--- src/rtl/pulse_line_driver.sv ---
// pulse_line_driver
// Turns single-cycle event strobes into fixed-width high pulses on one output
// line, each followed by a guaranteed low gap. Strobes that arrive while a
// pulse is in flight are queued in a saturating counter and serialized.
//
// state | meaning
// ------+-----------------------------------------------------------
// IDLE  | line low, nothing in flight, waiting for an event
// HIGH  | line high, tmr counts down the hold time
// LOW   | line low, tmr counts down the gap; may chain into HIGH
module pulse_line_driver #(
    parameter int HOLD_CYCLES = 8,
    parameter int GAP_CYCLES  = 8,
    parameter int CNT_W       = 4
) (
    input  logic             clk,
    input  logic             rst_n,
    input  logic             trig,
    output logic             line,
    output logic             busy,
    output logic [CNT_W-1:0] pending,
    output logic             overflow
);

    localparam int TMR_MAX = (HOLD_CYCLES > GAP_CYCLES) ? HOLD_CYCLES : GAP_CYCLES;
    localparam int TMR_W   = $clog2(TMR_MAX + 1);

    localparam logic [TMR_W-1:0] TMR_ONE  = TMR_W'(1);
    localparam logic [TMR_W-1:0] TMR_HOLD = TMR_W'(HOLD_CYCLES);
    localparam logic [TMR_W-1:0] TMR_GAP  = TMR_W'(GAP_CYCLES);
    localparam logic [CNT_W-1:0] PEND_MAX = {CNT_W{1'b1}};
    localparam logic [CNT_W-1:0] PEND_ONE = CNT_W'(1);

    typedef enum logic [1:0] {
        IDLE = 2'd0,
        HIGH = 2'd1,
        LOW  = 2'd2
    } state_t;

    state_t           state;
    logic [TMR_W-1:0] tmr;

    logic start_win;
    logic start;
    logic at_max;
    logic acc;

    // A new pulse may begin from IDLE or on the very last gap cycle, so
    // back-to-back events keep an exact HOLD+GAP period.
    always_comb begin
        start_win = (state == IDLE) || ((state == LOW) && (tmr == TMR_ONE));
        start     = start_win && (trig || (pending != '0));
        at_max    = (pending == PEND_MAX);
        acc       = trig && !(at_max && !start);
    end

    // Phase sequencing: state plus the shared hold/gap down-counter.
    always_ff @(posedge clk or negedge rst_n) begin
        if (!rst_n) begin
            state <= IDLE;
            tmr   <= '0;
        end else begin
            case (state)
                IDLE: begin
                    if (start) begin
                        state <= HIGH;
                        tmr   <= TMR_HOLD;
                    end
                end
                HIGH: begin
                    if (tmr == TMR_ONE) begin
                        state <= LOW;
                        tmr   <= TMR_GAP;
                    end else begin
                        tmr <= tmr - TMR_ONE;
                    end
                end
                LOW: begin
                    if (tmr == TMR_ONE) begin
                        if (start) begin
                            state <= HIGH;
                            tmr   <= TMR_HOLD;
                        end else begin
                            state <= IDLE;
                            tmr   <= '0;
                        end
                    end else begin
                        tmr <= tmr - TMR_ONE;
                    end
                end
                default: begin
                    state <= IDLE;
                    tmr   <= '0;
                end
            endcase
        end
    end

    // Pending queue: +1 per accepted strobe, -1 per pulse start; a start with
    // an empty queue consumes the same-cycle strobe directly.
    always_ff @(posedge clk or negedge rst_n) begin
        if (!rst_n) begin
            pending <= '0;
        end else if (acc && !start) begin
            pending <= pending + PEND_ONE;
        end else if (!acc && start) begin
            pending <= pending - PEND_ONE;
        end
    end

    // Dropped-strobe flag, high for the single cycle after the drop.
    always_ff @(posedge clk or negedge rst_n) begin
        if (!rst_n) begin
            overflow <= 1'b0;
        end else begin
            overflow <= trig && at_max && !start;
        end
    end

    // The line follows the state register only; trig never reaches it
    // combinationally.
    assign line = (state == HIGH);
    assign busy = (state != IDLE);

endmodule

--- config.mk ---
export PLATFORM = sky130hd
export DESIGN_NAME = pulse_line_driver
export DESIGN_NICKNAME = d
export VERILOG_FILES = /design/src/rtl/pulse_line_driver.sv
export SDC_FILE = /design/constraint.sdc
export NUM_CORES = 1
export LEC_CHECK = 0
export CORE_MARGIN = 2
export CORE_UTILIZATION = 45
export DETAILED_ROUTE_END_ITERATION = 12
export PLACE_DENSITY = 0.68
export SLEW_MARGIN = 20
export SYNTH_ARGS = -nofsm -noshare
export SYNTH_HDL_FRONTEND = slang
export SYNTH_SLANG_ARGS = --single-unit
--- constraint.sdc ---
create_clock -name clk -period 7.55 [get_ports clk]
set_clock_uncertainty 0.15 [all_clocks]
set_input_delay 1.8875 -clock clk [delete_from_list [all_inputs] [get_ports clk]]
set_output_delay 1.8875 -clock clk [all_outputs]
set_load 0.01 [all_outputs]
==> flow_metrics.env <==
export IMPL_outcome="completed"
export IMPL_ctsRootBufferMaster="clkbuf_4"
export IMPL_grt_pass1_wl_mm=2.60
export IMPL_ys_ff_latch=11
export IMPL_start_util=0.480
export IMPL_hold_buffers=0
export IMPL_synth_ff_type="dfrtp_1"
export IMPL_p_switching_mw=0.153
export IMPL_dieWidth_um=44.3
export IMPL_vias_per_cell=5.86
export IMPL_worstRegToRegCells=12
export IMPL_synth_most_common_cell="dfrtp_1"
export IMPL_final_setup_viol_count=0
export IMPL_hpwl_mm=1.09
export IMPL_relSlewSlack=0.657
export IMPL_fin_hold_ws_ns=0.464
export IMPL_clk_pin_slew_worst_paths_ns=0.07
export IMPL_required_ns=7.54
export IMPL_final_max_slew_violation_count=0
export IMPL_finalCriticalPeriod_ns=4.62
export IMPL_cts_setup_buffers=0
export IMPL_die_area_um2=1970
export IMPL_antenna_found_initial=0
export IMPL_worstPathMaxFanout=5
export IMPL_coreArea_um2=1520
export IMPL_peakVddDrop_uv=207
export IMPL_h_tree_depth=1
export IMPL_p_leak_nw=0.352
export IMPL_yosysTopAreaCell="dfrtp_1"
export IMPL_nFillCells=153
export IMPL_max_freq_mhz=217
export IMPL_power_frac_clock=0.114
export IMPL_ant_nets=0
export IMPL_die_h_um=44.3
export IMPL_grt_max_degree=12
export IMPL_p_int_mw=0.214
export IMPL_seq_power_share=0.347
export IMPL_finalPower_mw=0.367
export IMPL_p_comb_frac=0.540
export IMPL_cp_startpoint="trig"
export IMPL_areaGrowthSynthToFinish_pct=17.1
export IMPL_synth_edf_count=0
export IMPL_top_usage_layer="met2"
export IMPL_clock_latency_ns=0.27
export IMPL_yosysWarnings=0
export IMPL_r2r_end="pending[3]"
export IMPL_synthTopCellsByCount="dfrtp_1, nor2_1, nand2_1, o21ai_0, ha_1"
export IMPL_ys_types=35
export IMPL_crit_type="in2reg"
export IMPL_rows=14
export IMPL_clockBufferDepth=2
export IMPL_switching_share=0.416
export IMPL_ios=10
export IMPL_synth_top_area_share=0.376
export IMPL_worstSetupStartpointType="input port"
export IMPL_netlist_area_um2=732
export IMPL_rsz0062_at_grt="no"
export IMPL_detailroute_via_count=615
export IMPL_cts_resized=0
export IMPL_cts_tree="built"
export IMPL_seq_area_um2=275
export IMPL_endpoint="pending[3]"
export IMPL_drive_gt1_frac=0.0899
export IMPL_critical_path_arrival_ns=4.61
export IMPL_drc=0
export IMPL_num_antenna_cells=0
export IMPL_dpl_cell_count=101
export IMPL_yosysSeqAreaShare=0.376
export IMPL_drtIter0Drc=15
export IMPL_worst_pin_slew_ns=0.513
export IMPL_instances_no_fill=105
export IMPL_setup_tns_ns=0
export IMPL_powerDensity_nw_per_um2=428
export IMPL_portBuffers=9
export IMPL_r2r_setup_slack_ns=4.33
export IMPL_grt_overflow=0
export IMPL_hold_viol_final=0
export IMPL_syn_inst=79
export IMPL_grt_usage=0.185
export IMPL_postSynth_asyncResetShare=1.00
export IMPL_fin_nets=99
export IMPL_fin_crit_sh=0.612
export IMPL_cts_buffers=3
export IMPL_gr_usage_met2=0.285
export IMPL_wl_mm=1.45
export IMPL_syn_num_nets=88
export IMPL_routabilityCongestion=0.735
export IMPL_firstDrtPassIters=4
export IMPL_reg2reg_from="tmr[1]"
export IMPL_syn_area_per_cell_um2=9.27
export IMPL_grt_pass1_vias=574
export IMPL_end_kind="flip-flop"
export IMPL_met3_usage=0.0490
export IMPL_synth_area_top_cells="dfrtp_1, ha_1, o21ai_0"
export IMPL_drt_wirelength_per_cell_um=13.8
export IMPL_cap_viol_max_count=0
export IMPL_cts_sinks=11
export IMPL_multi_input_area_um2=430
export IMPL_hp_class="reg2reg"
export IMPL_use_met1=0.239
## power by group through the flow
| stage | combinational (mW) | sequential (mW) | clock (mW) |
|---|---|---|---|
| global route | 0.228 | 0.134 | 0.0461 |
| CTS | 0.201 | 0.128 | 0.0427 |
| detailed placement | 0.199 | 0.129 | 0 |
| floorplan | 0.143 | 0.119 | 0 |
| global placement | 0.194 | 0.127 | 0 |
| finish | 0.198 | 0.127 | 0.0418 |
## critical path, stage by stage
cell             delay (ns)
clkdlybuf4s50_1        0.44
or4_4                  0.55
or2_4                  0.25
nand2_1                0.07
ha_1                   0.21
inv_1                  0.13
ha_1                   0.29
a21o_2                 0.21
a2111oi_0              0.44
o31ai_1                0.14
## cell families (layout without fill, tap and decap cells)
group,Yosys count,in the layout,share of synthesized area
compound gates,19,19,0.173
buf+inv,7,17,0.0359
mux,2,2,0.0291
flops,11,11,0.376
fa+ha+maj,6,6,0.113
xor+xnor,4,4,0.0479
simple gates,30,30,0.226
## layout by cell type (no fill, tap or decap), drive strengths merged, types with 2 or more instances in the layout
cell type      Yosys  layout
dfrtp             11      11
clkdlybuf4s50      0       9
nor2               7       7
nand2              6       6
o21ai              6       6
ha                 5       5
a21oi              4       4
inv                4       4
clkbuf             3       4
nor3               3       3
nor2b              2       2
xnor2              2       2
nand2b             2       2
xor2               2       2
or2                2       2
## through the flow
stage	setup WS [ns]	utilization	cell area, µm²
after global routing	2.77	0.562	857
after floorplan	3.33	-	732
final	2.93	0.562	857
after CTS	2.94	0.562	857
after detailed placement	2.67	0.545	831
after global placement	2.71	0.545	831
## flip-flops by register name (all words and copies together), names as in the netlist
name,flops
tmr,4
pending,4
overflow,1
state,2
## how the worst min path moves through the flow
stage | to | cells past startpoint | from
detailed placement | pending[2] | 2 | pending[2]
global placement | tmr[2] | 1 | tmr[2]
floorplan | tmr[2] | 1 | tmr[2]
finish | tmr[2] | 1 | tmr[2]
CTS | pending[2] | 2 | pending[2]
global route | pending[3] | 2 | pending[3]
## layout make-up
class                      count  share of cell area
multi-input combinational     61               0.502
clock buffer                   4              0.0307
sequential                    11               0.321
timing repair buffer           9               0.105
tap                           16              0.0234
inverter                       4              0.0175
## metal layers
layer	part of all wire	routed length, µm	up-vias
li1	-	-	303
met1	0.47	686	298
met2	0.48	699	12
met3	0.032	46	2
met4	0.0083	12	0
met5	0	0	-
Power figures use the tool's default switching activity.
